### config.mk
export PLATFORM = sky130hd
export DESIGN_NAME = mem_ctrl_line
export DESIGN_NICKNAME = d
export VERILOG_FILES = /design/src/rtl/mem_ctrl_line.sv
export SDC_FILE = /design/constraint.sdc
export NUM_CORES = 1
export LEC_CHECK = 0
export BUFFER_PORTS_ARGS = -buffer_cell sky130_fd_sc_hd__buf_2
export CELL_PAD_IN_SITES_DETAIL_PLACEMENT = 1
export CELL_PAD_IN_SITES_GLOBAL_PLACEMENT = 1
export CORE_ASPECT_RATIO = 1.4
export CORE_MARGIN = 8
export CORE_UTILIZATION = 40
export CTS_BUF_LIST = sky130_fd_sc_hd__clkbuf_16
export CTS_CLUSTER_SIZE = 12
export DETAILED_ROUTE_END_ITERATION = 10
export PLACE_DENSITY_LB_ADDON = 0.1
export SYNTH_ARGS = -nofsm -noshare
export SYNTH_HDL_FRONTEND = slang
export SYNTH_SLANG_ARGS = --single-unit
### constraint.sdc
create_clock -name clk -period 3.75 [get_ports clk]
set_clock_uncertainty 0.1 [all_clocks]
set_input_delay 0.5625 -clock clk [delete_from_list [all_inputs] [get_ports clk]]
set_output_delay 0.5625 -clock clk [all_outputs]
set_load 0.005 [all_outputs]
### src/rtl/mem_ctrl_line.sv
// Byte-serial memory controller arbitrating LSB transactions and icache line
// fills onto a byte-wide RAM with registered-read timing.
module mem_ctrl_line #(
  parameter int                    ADDR_WIDTH   = 32,
  parameter int                    LINE_BYTES   = 16,
  parameter int                    TAG_W        = 4,
  parameter int                    STARVE_LIMIT = 4,
  parameter logic [ADDR_WIDTH-1:0] IO_ADDR      = 'h30000
) (
  input  logic                    clk,
  input  logic                    rst_in,
  input  logic                    rdy_in,
  input  logic                    flush,
  input  logic                    io_buffer_full,
  input  logic [7:0]              mem_din,
  output logic [7:0]              mem_dout,
  output logic [ADDR_WIDTH-1:0]   mem_aout,
  output logic                    mem_rw,
  input  logic                    lsb_req,
  input  logic                    lsb_we,
  input  logic [ADDR_WIDTH-1:0]   lsb_addr,
  input  logic [31:0]             lsb_wdata,
  input  logic [1:0]              lsb_size,
  input  logic                    lsb_signed,
  input  logic [TAG_W-1:0]        lsb_tag,
  output logic                    lsb_ack,
  output logic                    lsb_done,
  output logic [31:0]             lsb_rdata,
  output logic [TAG_W-1:0]        lsb_done_tag,
  input  logic                    ic_req,
  input  logic [ADDR_WIDTH-1:0]   ic_addr,
  output logic                    ic_ack,
  output logic                    ic_valid,
  output logic [8*LINE_BYTES-1:0] ic_line,
  output logic [ADDR_WIDTH-1:0]   ic_line_addr,
  output logic                    busy
);

  localparam int KW = $clog2(LINE_BYTES) + 1;
  localparam int SW = $clog2(STARVE_LIMIT + 2);
  localparam logic [ADDR_WIDTH-1:0] LINE_MASK = ADDR_WIDTH'(LINE_BYTES - 1);

  typedef enum logic [2:0] {IDLE, LSB_RD, LSB_WR, IC_FILL, DRAIN, DONE} state_t;

  state_t                  state;
  logic                    is_ic, is_wr, sgn_q;
  logic [1:0]              size_q;
  logic [KW-1:0]           k, last;
  logic [ADDR_WIDTH-1:0]   base, aout_q, line_addr_q;
  logic [31:0]             wdata_q, rdata_q;
  logic [TAG_W-1:0]        tag_q;
  logic [8*LINE_BYTES-1:0] lbuf, line_q, line_full;
  logic [SW-1:0]           starve;

  logic                    issue_st, issuing, arb, io_hold, lsb_ok, grant_ic, grant_lsb;
  logic [ADDR_WIDTH-1:0]   cur_addr;
  logic [KW-1:0]           lsb_last;
  logic [31:0]             word, ld_ext;

  assign issue_st = (state == LSB_RD) || (state == LSB_WR) || (state == IC_FILL);
  assign issuing  = rdy_in && issue_st;
  assign cur_addr = base + ADDR_WIDTH'(k);

  // Held IO store stays pending without blocking a waiting fill.
  assign arb       = rst_in && rdy_in && !flush && (state == IDLE);
  assign io_hold   = lsb_we && (lsb_addr == IO_ADDR) && io_buffer_full;
  assign lsb_ok    = lsb_req && !io_hold;
  assign grant_ic  = arb && ic_req && (!lsb_ok || (starve == SW'(STARVE_LIMIT)));
  assign grant_lsb = arb && lsb_ok && !grant_ic;

  always_comb begin
    case (lsb_size)
      2'd0:    lsb_last = KW'(0);
      2'd1:    lsb_last = KW'(1);
      default: lsb_last = KW'(3);
    endcase
  end

  // Last byte arrives on mem_din in DRAIN; merge it before committing.
  always_comb begin
    line_full = lbuf;
    for (int i = 0; i < LINE_BYTES; i++)
      if (KW'(i) == last) line_full[8*i +: 8] = mem_din;
  end

  assign word = line_full[31:0];

  always_comb begin
    case (size_q)
      2'd0:    ld_ext = {{24{sgn_q & word[7]}},  word[7:0]};
      2'd1:    ld_ext = {{16{sgn_q & word[15]}}, word[15:0]};
      default: ld_ext = word;
    endcase
  end

  assign mem_aout     = issuing ? cur_addr : ((state == IDLE) ? '0 : aout_q);
  assign mem_rw       = issuing && (state == LSB_WR);
  assign mem_dout     = mem_rw ? wdata_q[{k[1:0], 3'b000} +: 8] : 8'h00;
  assign lsb_ack      = grant_lsb;
  assign ic_ack       = grant_ic;
  assign lsb_done     = (state == DONE) && rdy_in && !is_ic && (is_wr || !flush);
  assign ic_valid     = (state == DONE) && rdy_in && is_ic && !flush;
  assign lsb_done_tag = lsb_done ? tag_q : '0;
  assign lsb_rdata    = rdata_q;
  assign ic_line      = line_q;
  assign ic_line_addr = line_addr_q;
  assign busy         = (state != IDLE);

  always_ff @(posedge clk) begin
    if (!rst_in) begin
      state       <= IDLE;
      is_ic       <= 1'b0;
      is_wr       <= 1'b0;
      sgn_q       <= 1'b0;
      size_q      <= '0;
      k           <= '0;
      last        <= '0;
      base        <= '0;
      aout_q      <= '0;
      line_addr_q <= '0;
      wdata_q     <= '0;
      rdata_q     <= '0;
      tag_q       <= '0;
      lbuf        <= '0;
      line_q      <= '0;
      starve      <= '0;
    end else if (rdy_in) begin
      if (issuing) aout_q <= cur_addr;
      if (!ic_req || grant_ic) starve <= '0;
      else if (grant_lsb)      starve <= starve + SW'(1);
      case (state)
        IDLE: begin
          if (grant_ic) begin
            is_ic <= 1'b1;
            is_wr <= 1'b0;
            base  <= ic_addr & ~LINE_MASK;
            k     <= '0;
            last  <= KW'(LINE_BYTES - 1);
            state <= IC_FILL;
          end else if (grant_lsb) begin
            is_ic   <= 1'b0;
            is_wr   <= lsb_we;
            base    <= lsb_addr;
            wdata_q <= lsb_wdata;
            size_q  <= lsb_size;
            sgn_q   <= lsb_signed;
            tag_q   <= lsb_tag;
            k       <= '0;
            last    <= lsb_last;
            state   <= lsb_we ? LSB_WR : LSB_RD;
          end
        end
        LSB_RD, IC_FILL: begin
          if (flush) state <= IDLE;
          else begin
            // mem_din now holds the byte issued in the previous active cycle
            for (int i = 0; i < LINE_BYTES; i++)
              if (KW'(i + 1) == k) lbuf[8*i +: 8] <= mem_din;
            if (k == last) state <= DRAIN;
            else           k     <= k + KW'(1);
          end
        end
        LSB_WR: begin
          if (k == last) state <= DONE;
          else           k     <= k + KW'(1);
        end
        DRAIN: begin
          if (flush) state <= IDLE;
          else begin
            if (is_ic) begin
              line_q      <= line_full;
              line_addr_q <= base;
            end else begin
              rdata_q <= ld_ext;
            end
            state <= DONE;
          end
        end
        DONE:    state <= IDLE;
        default: state <= IDLE;
      endcase
    end
  end

endmodule

* Word-level counts from Yosys, hierarchy flattened
Cells that the tools add are included.
Storage, ports and cells: ROM bits 0, output and inout port bits 242, logic and storage cells 191, flip-flop bits (word level) 441, latch bits 0, memory bits (writable) 0, memories kept 0
Operators by class: $mul 0, $add $sub $neg 3, equality and inequality tests 45, order comparisons 0, reduce and logical (&&, ||, !) cells 61, div/mod/pow operators 0, muxes and demuxes 45, bitwise operators 5, shifts and indexed selects 1
Operators by type and width (number):
- $mux W8 | 17
- $mux W32 | 4
- $reduce_and A4 Y1 | 21
- $eq A4 B5 Y1 const A | 16
- $pmux W32 S2 | 1
- $eq A3 B5 Y1 const A | 8
- $add A32 B5 Y32 | 1
- $eq A32 B18 Y1 const B | 1
- $shiftx A32 B6 Y8 | 1
- $mux W5 | 6
- $mux W3 | 8
- $eq A2 B5 Y1 const A | 4
- $logic_and A1 B1 Y1 | 17
- $pmux W5 S3 | 1
- $pmux W3 S4 | 1
- $eq A1 B5 Y1 const A | 2
- $eq A3 B3 Y1 const B | 3
- $eq A3 B2 Y1 const B | 2
- $logic_not A1 Y1 | 6
- $ne A3 B3 Y1 const B | 2
- $reduce_bool A3 Y1 | 2
- $add A5 B1 Y5 const B | 1
- $eq A5 B5 Y1 | 1
- $eq A5 B5 Y1 const A | 1
- other kinds (19) | 33

* Logic depth before layout (Yosys ltp)
Gate-level depths: netlist of the first run.
word-level depth 13, gate-level depth with buffers 10, mapped depth without buffers 9

* Worst setup path after synthesis of the first run
No wires, ideal clock.
path type flip-flop to output port, from register k[1], to output mem_aout[20], stages on the path, launching flop included 11, arrival time 2.313 ns, required time 3.087 ns, setup slack 0.774 ns, cells stage by stage dfxtp_1 -> buf_2 -> inv_1 -> fa_1 -> nor2b_1 -> o31a_1 -> clkbuf_1 -> o2111ai_1 -> xnor2_1 -> nor2_1 -> nor3_1
Between the ends: longest elaborated chain between the ends 2
Ends and longest elaborated chain:
- start, declared | line 48 | logic [KW-1:0] k, last;
- start signal, assigned | line 160 | else k <= k + KW'(1);
- start signal, assigned | line 165 | else k <= k + KW'(1);
- $add A32 B5 Y32 | line 62 | assign cur_addr = base + ADDR_WIDTH'(k);
- $mux W32 | line 96 | assign mem_aout = issuing ? cur_addr : ((state == IDLE) ? '0 : aout_q);
- end, declared | line 17 | output logic [ADDR_WIDTH-1:0] mem_aout,
Every way passes these cells.

* Worst setup path after layout of the first run
from register k[1], to output mem_aout[29]
Same word-level chain as after synthesis.

==> reports/qor.yml, run 1 <==
status: "finished clean"
dp_hpwl_um: 45180
worstPathArrival_ps: 2910
synth_area_leaders: "dfxtp_1 48%, mux2i_1 8.8%, nand2_1 8.2%"
die_w_um: 196.1
rr_worst_depth: 8
timing.rr.start: "last[2]"
start_util_pct: 40.45
final_period_minus_worst_setup_slack_ps: 3569
fmax_mhz: 280.2
detail_route.iter0.violations: 800
synth_nets: 2261
rsz0062_at_grt: "no"
vias: 16189
io-pin-count: 361
drt_pre_antenna_iters: 4
synth_edf_count: 0
port_buffers: 356
synth_flop_cell: "dfxtp_1"
critPathMaxStageDelay_ps: 350
area_growth_syn_to_layout_pct: 19.59
max-cap-violations: 0
grt_usage_pct: 23.17
clk_latency_ps: 560
gp_congestion: 0.8706
clk_pin_slew_ps: 60
rows: 92
cts_tree: "built"
start_kind: "register"
crit_required_ps: 3090
synth_area_um2: 18160
path_max_fanout: 17
routed_wl_um: 63060
finalCritPeriodShare_pct: 95.18
hold_viol: 0
avgSynthCellArea_um2: 8.530
antenna_left: 0
grt_first_pass_wirelength_um: 97090
hold_path.class: "in2reg"
yosysUniqueCellTypes: 70
crit_slowest_cell: "dfxtp_1"
layout.nets: 2542
maxSlewHeadroom_pct: 27.31
cp-end-kind: "output port"
path_common_cell: "a21oi_1"
grt_overflow_total: 0
hp-start: "lsb_wdata[27]"
holdBufCountCts: 0
drive_above_1_share_pct: 21.15
async_reset_ff_share_pct: 0
grt_antenna_before_repair: 4
first_global_vias: 16950
worstHoldPathCells: 3
grt_max_degree: 130
crit_buf_inv: 3
clockBufferDepth: 3
worstPathCellList: "buf_6, ha_1, a211oi_1, o21bai_1, a21oi_1, buf_4, or3_1, a21oi_1, nor3_2, buf_2"
ys_seq_area_share_pct: 48.28
cts_num_sinks: 438
drc: 0
viasPerCell: 5.405
yosysWarnings: 0
path_delay_family: "compound AO/OA/AOI/OAI gates"
setup_violations: 0
r2r_slack_ps: 750
synth_top_area_share_pct: 48.28
path_class: "reg2out"
synth.most_common_cell: "dfxtp_1"
leakage_nw: 9.218
fillCellCount: 5345
final_cells: 2995
die_h_um: 268.1
r2r-end: "lsb_rdata[19]"
netlist_top_cells_count: "438 x dfxtp_1, 396 x nand2_1, 242 x nor2_1, 203 x a21oi_1, 160 x mux2i_1"
synthCells: 2129
final_max_slew_viol_count: 0
worst_pin_slew_ps: 1090
tns_ps: 0
dp.cells: 2925
die_area_um2: 52570
wl_per_cell_um: 21.06
htree_num_levels: 2
ys_ff_latch: 438
power.density_nw_per_um2: 436.9
synth_top_area_cell: "dfxtp_1"
hold_end: "wdata_q[27]"
ir_worst_vdd_v: 0.0003469
core_area_um2: 44890
ctsRootBufferMaster: "clkbuf_16"
cts_buffers: 44
==> stage by stage <==
step                hold WS (ps)  worst slack [ps]  total power, mW  instance area [µm²]  utilization, %
global placement           338.7             378.7            5.530                20380           45.40
detailed placement         344.9             333.0            5.546                20380           45.40
floorplan                  331.5             774.4            5.247                18160               -
CTS                        117.0             3.463            9.617                21680           48.29
global route               129.9             5.204            9.845                21710           48.37
finish                     148.0             180.7            9.488                21720           48.38
==> sequential cells by signal, indices dropped and copies added (netlist names), 4 cells and up <==
signal and count:
lsb_rdata 32, ic_line 128, aout_q 32, tag_q 4
wdata_q 32, lbuf 128, k 5, ic_line_addr 32
base 32
==> logic make-up (layout without fill, tap and decap cells) <==
kind of cell,Yosys count,in the layout,share of synthesized area (%)
other,0,1,0
buffers and inverters,194,495,4.534
adder cells (fa/ha/maj),13,13,0.9370
AND/OR/NAND/NOR,844,844,20.06
multiplexers,168,168,9.811
AO/OA/AOI/OAI,451,451,15.36
flip-flops,438,438,48.28
XOR/XNOR,21,21,1.013
==> per-layer routing <==
layer | up-vias | global-route usage, % | share of wire (%)
met3 | 131 | 4.072 | 4.2
met4 | 4 | 10.10 | 4.5
met2 | 358 | 43.13 | 52
met1 | 7802 | 25.51 | 40
li1 | 7894 | - | -
met5 | - | 0 | 0.032
==> final cells by class <==
cell class / count / area [µm²] / area share [%]
tap: 564 / 705.7 / 3.249
clock inverter: 20 / 115.1 / 0.5300
inverter: 22 / 90.09 / 0.4148
sequential: 438 / 8771 / 40.39
timing repair buffer: 407 / 2235 / 10.29
multi-input combinational: 1497 / 8647 / 39.82
antenna: 1 / 2.502 / 0.01152
clock buffer: 46 / 1151 / 5.300
==> how the worst max path moves through the flow <==
stage,start,to,depth (start not counted)
2_1_floorplan,k[1],mem_aout[20],10
3_3_place_gp,base[0],mem_aout[24],10
3_5_place_dp,base[0],mem_aout[24],10
4_1_cts,k[1],mem_aout[29],10
5_1_grt,k[1],mem_aout[23],10
6_report,k[1],mem_aout[29],10
==> power breakdown <==
group,leakage [nW],switching (mW),internal [mW]
clock,0.660,1.80,2.25
sequential,3.53,0.0631,4.71
combinational,5.02,0.446,0.220
total,9.22,2.31,7.18
==> worst reg2reg max path: cells and delay by family, from the launching register on <==
kind / cells / cell delay (ps)
AOI/OAI and AO/OA: 3 / 1180
buffers and inverters: 2 / 450
DFF: 1 / 420
muxes: 2 / 620
and+or+nand+nor: 1 / 140
==> layout by cell type, fill, tap and decap left out, types with 11 or more instances in the layout <==
| cell type | n |
|---|---|
| a211oi_1 | 79 |
| a21oi_1 | 203 |
| a31oi_1 | 29 |
| and3_1 | 11 |
| buf_2 | 356 |
| buf_4 | 44 |
| clkbuf_16 | 46 |
| dfxtp_1 | 436 |
| ha_1 | 12 |
| inv_1 | 29 |
| mux2i_1 | 160 |
| nand2_1 | 396 |
| nand3_1 | 60 |
| nand4_1 | 15 |
| nor2_1 | 241 |
| nor2b_1 | 11 |
| nor3_1 | 41 |
| nor4_1 | 12 |
| o211a_1 | 17 |
| o21ai_0 | 60 |
| o21ai_1 | 13 |
| xnor2_1 | 16 |
==> timing repair <==
item / 4_1_cts / 5_1_grt
endpoints found under the setup margin: 13 / 13
pin swaps: 1 / 1
gates cloned: 0 / 0
setup buffers: 3 / 0
gates resized for setup: 3 / 10
Note: power is estimated with default switching activity, not from simulation.
==> run 2, diff against run 1 <==
==> constraint.sdc (replaced) <==
create_clock -name clk -period 3.75 [get_ports clk]
set_clock_uncertainty 0.1 [all_clocks]
set_input_delay 0.75 -clock clk [delete_from_list [all_inputs] [get_ports clk]]
set_output_delay 0.75 -clock clk [all_outputs]
set_load 0.005 [all_outputs]
==> reports/qor.yml, run 2 (synthesis gave the netlist of run 1 again) <==
status: "finished clean"
final_period_minus_worst_setup_slack_ps: 3627  # +57.81 ps
gp_congestion: 0.8929  # +2.6%
dpl_cell_area_um2: 20420  # +0.21%
worstPathArrival_ps: 2780  # -130 ps
rows: 92  # unchanged
finalCritPeriodShare_pct: 96.72  # +1.5 points
worst_pin_slew_ps: 1069  # -21.14 ps
clk_pin_slew_ps: 60  # about the same
cp-end-kind: "output port"
core_area_um2: 44890  # unchanged
die_w_um: 196.1  # unchanged
port_buffers: 356  # unchanged
path_max_fanout: 5  # -12
setup_violations: 0  # unchanged
layout.nets: 2554  # +0.47%
multiInputGateArea_um2: 8716  # +0.80%
r2r_slack_ps: 830  # +80 ps
final_max_slew_viol_count: 0  # unchanged
hold_end: "wdata_q[23]"
rr_worst_depth: 8  # unchanged
crit_buf_inv: 4  # +1
cts_buffers: 45  # +2.3%
preCtsSetupSlack_ps: 123.5  # -209.5 ps
leakage_nw: 9.325  # +1.2%
first_global_vias: 17223  # +1.6%
hp-start: "lsb_wdata[23]"
max-cap-violations: 0  # unchanged
regArea_um2: 8776  # about the same
crit_required_ps: 2900  # -190 ps
critPathMaxStageDelay_ps: 330  # -20 ps
io-pin-count: 361  # unchanged
dp_hpwl_um: 45360  # +0.39%
routed_wl_um: 63310  # +0.39%
die_area_um2: 52570  # unchanged
area_growth_syn_to_layout_pct: 20.93
vias: 16403  # +1.3%
cts_tree: "built"
layout_common_cells: "434 x dfxtp_1, 396 x nand2_1, 358 x buf_2"
drive_above_1_share_pct: 21.95  # +0.79 points
grt_usage_pct: 23.14  # -0.027 points
detail_route.iter0.violations: 629  # -21%
final_common_cell: "dfxtp_1"
start_util_pct: 40.45  # unchanged
grt_overflow_total: 0  # unchanged
fillCellCount: 5418  # +1.4%
antenna_left: 0  # unchanged
grt_first_pass_wirelength_um: 96920  # -0.17%
timing.rr.start: "last[0]"
final_cell_area_um2: 21960  # +1.1%
r2r-end: "lsb_rdata[17]"
worstHoldPathCells: 3  # unchanged
layout_setup_ws_ps: 122.9  # -57.81 ps
tns_ps: 0  # unchanged
start_kind: "register"
hold_viol: 0  # unchanged
grt_antenna_before_repair: 8  # +4
drc: 0  # unchanged
ir_worst_vdd_v: 0.0003199  # -7.8%
worstPathCellList: "buf_12, ha_4, a211oi_2, o21bai_1, a21oi_2, buf_4, buf_6, nor4_4, mux2i_1, nor3_2, buf_2"
clk_latency_ps: 560  # about the same
cts_num_sinks: 438  # unchanged
path_depth: 11  # +1
drt_pre_antenna_iters: 5  # +1
holdBufCountCts: 0  # unchanged
fmax_mhz: 275.7  # -1.6%
power.density_nw_per_um2: 437.5  # +0.13%
wl_per_cell_um: 21.00  # -0.28%
htree_num_levels: 2  # unchanged
path_delay_family: "compound AO/OA/AOI/OAI gates"
rsz0062_at_grt: "no"
clockBufferDepth: 3  # unchanged
path_class: "reg2out"
crit_slowest_cell: "dfxtp_2"
ctsRootBufferMaster: "clkbuf_16"
maxSlewHeadroom_pct: 28.72  # +1.4 points
viasPerCell: 5.440  # +0.65%
grt_max_degree: 113  # -13%
die_h_um: 268.1  # unchanged
hold_path.class: "in2reg"
-- run 2: per-stage QoR --
step	total power, mW	hold WS [ps]	utilization (%)	std cells
finish	9.607	334.2	48.92	3015
global route	9.964	320.0	48.91	3013
CTS	9.722	307.6	48.60	3003
detailed placement	5.546	346.2	45.50	2929
global placement	5.531	337.9	45.50	2929
floorplan	5.247	331.5	-	2129
-- run 2: worst max path at each step --
| stage | startpoint | to | slack (ps) |
|---|---|---|---|
| finish | k[1] | mem_aout[27] | 120 |
| global route | base[2] | mem_aout[27] | 1 |
| CTS | k[1] | mem_aout[27] | 10 |
| detailed placement | base[0] | mem_aout[24] | 120 |
| global placement | base[0] | mem_aout[24] | 130 |
| floorplan | k[1] | mem_aout[20] | 590 |
-- run 2: cell type report --
| class | instances | area share (%) |
|---|---|---|
| Timing Repair Buffer | 418 | 10.68 |
| Antenna cell | 4 | 0.04558 |
| Tap cell | 564 | 3.213 |
| Multi-Input combinational cell | 1497 | 39.69 |
| Sequential cell | 438 | 39.96 |
| Clock buffer | 46 | 5.242 |
| Inverter | 22 | 0.4102 |
| Clock inverter | 26 | 0.7577 |
-- run 2: timing repair --
action | CTS | global route
resized for setup | 12 | 17
setup endpoints to repair | 28 | 20
buffers inserted | 2 | 6
cloned | 0 | 2
pin swaps | 2 | 9
-- run 2: worst reg2reg max path: cells and delay by family (launching register included) --
family	cells	cell delay, ps
flip-flops	1	380
AND/OR/NAND/NOR	1	180
buffers and inverters	2	450
multiplexers	2	590
AO/OA/AOI/OAI	3	1140
-- run 2: where the power goes --
group / switching, mW / total (mW) / internal, mW / leakage [nW]
clock: 1.83 / 4.16 / 2.33 / 0.702
combinational: 0.447 / 0.673 / 0.226 / 5.09
sequential: 0.0629 / 4.78 / 4.71 / 3.54
-- run 2: layer usage --
metal	part of all wire, %	track usage [%]
met5	0.093	0
met4	4.5	10.69
met3	4.4	4.348
met2	52	42.90
met1	39	25.22
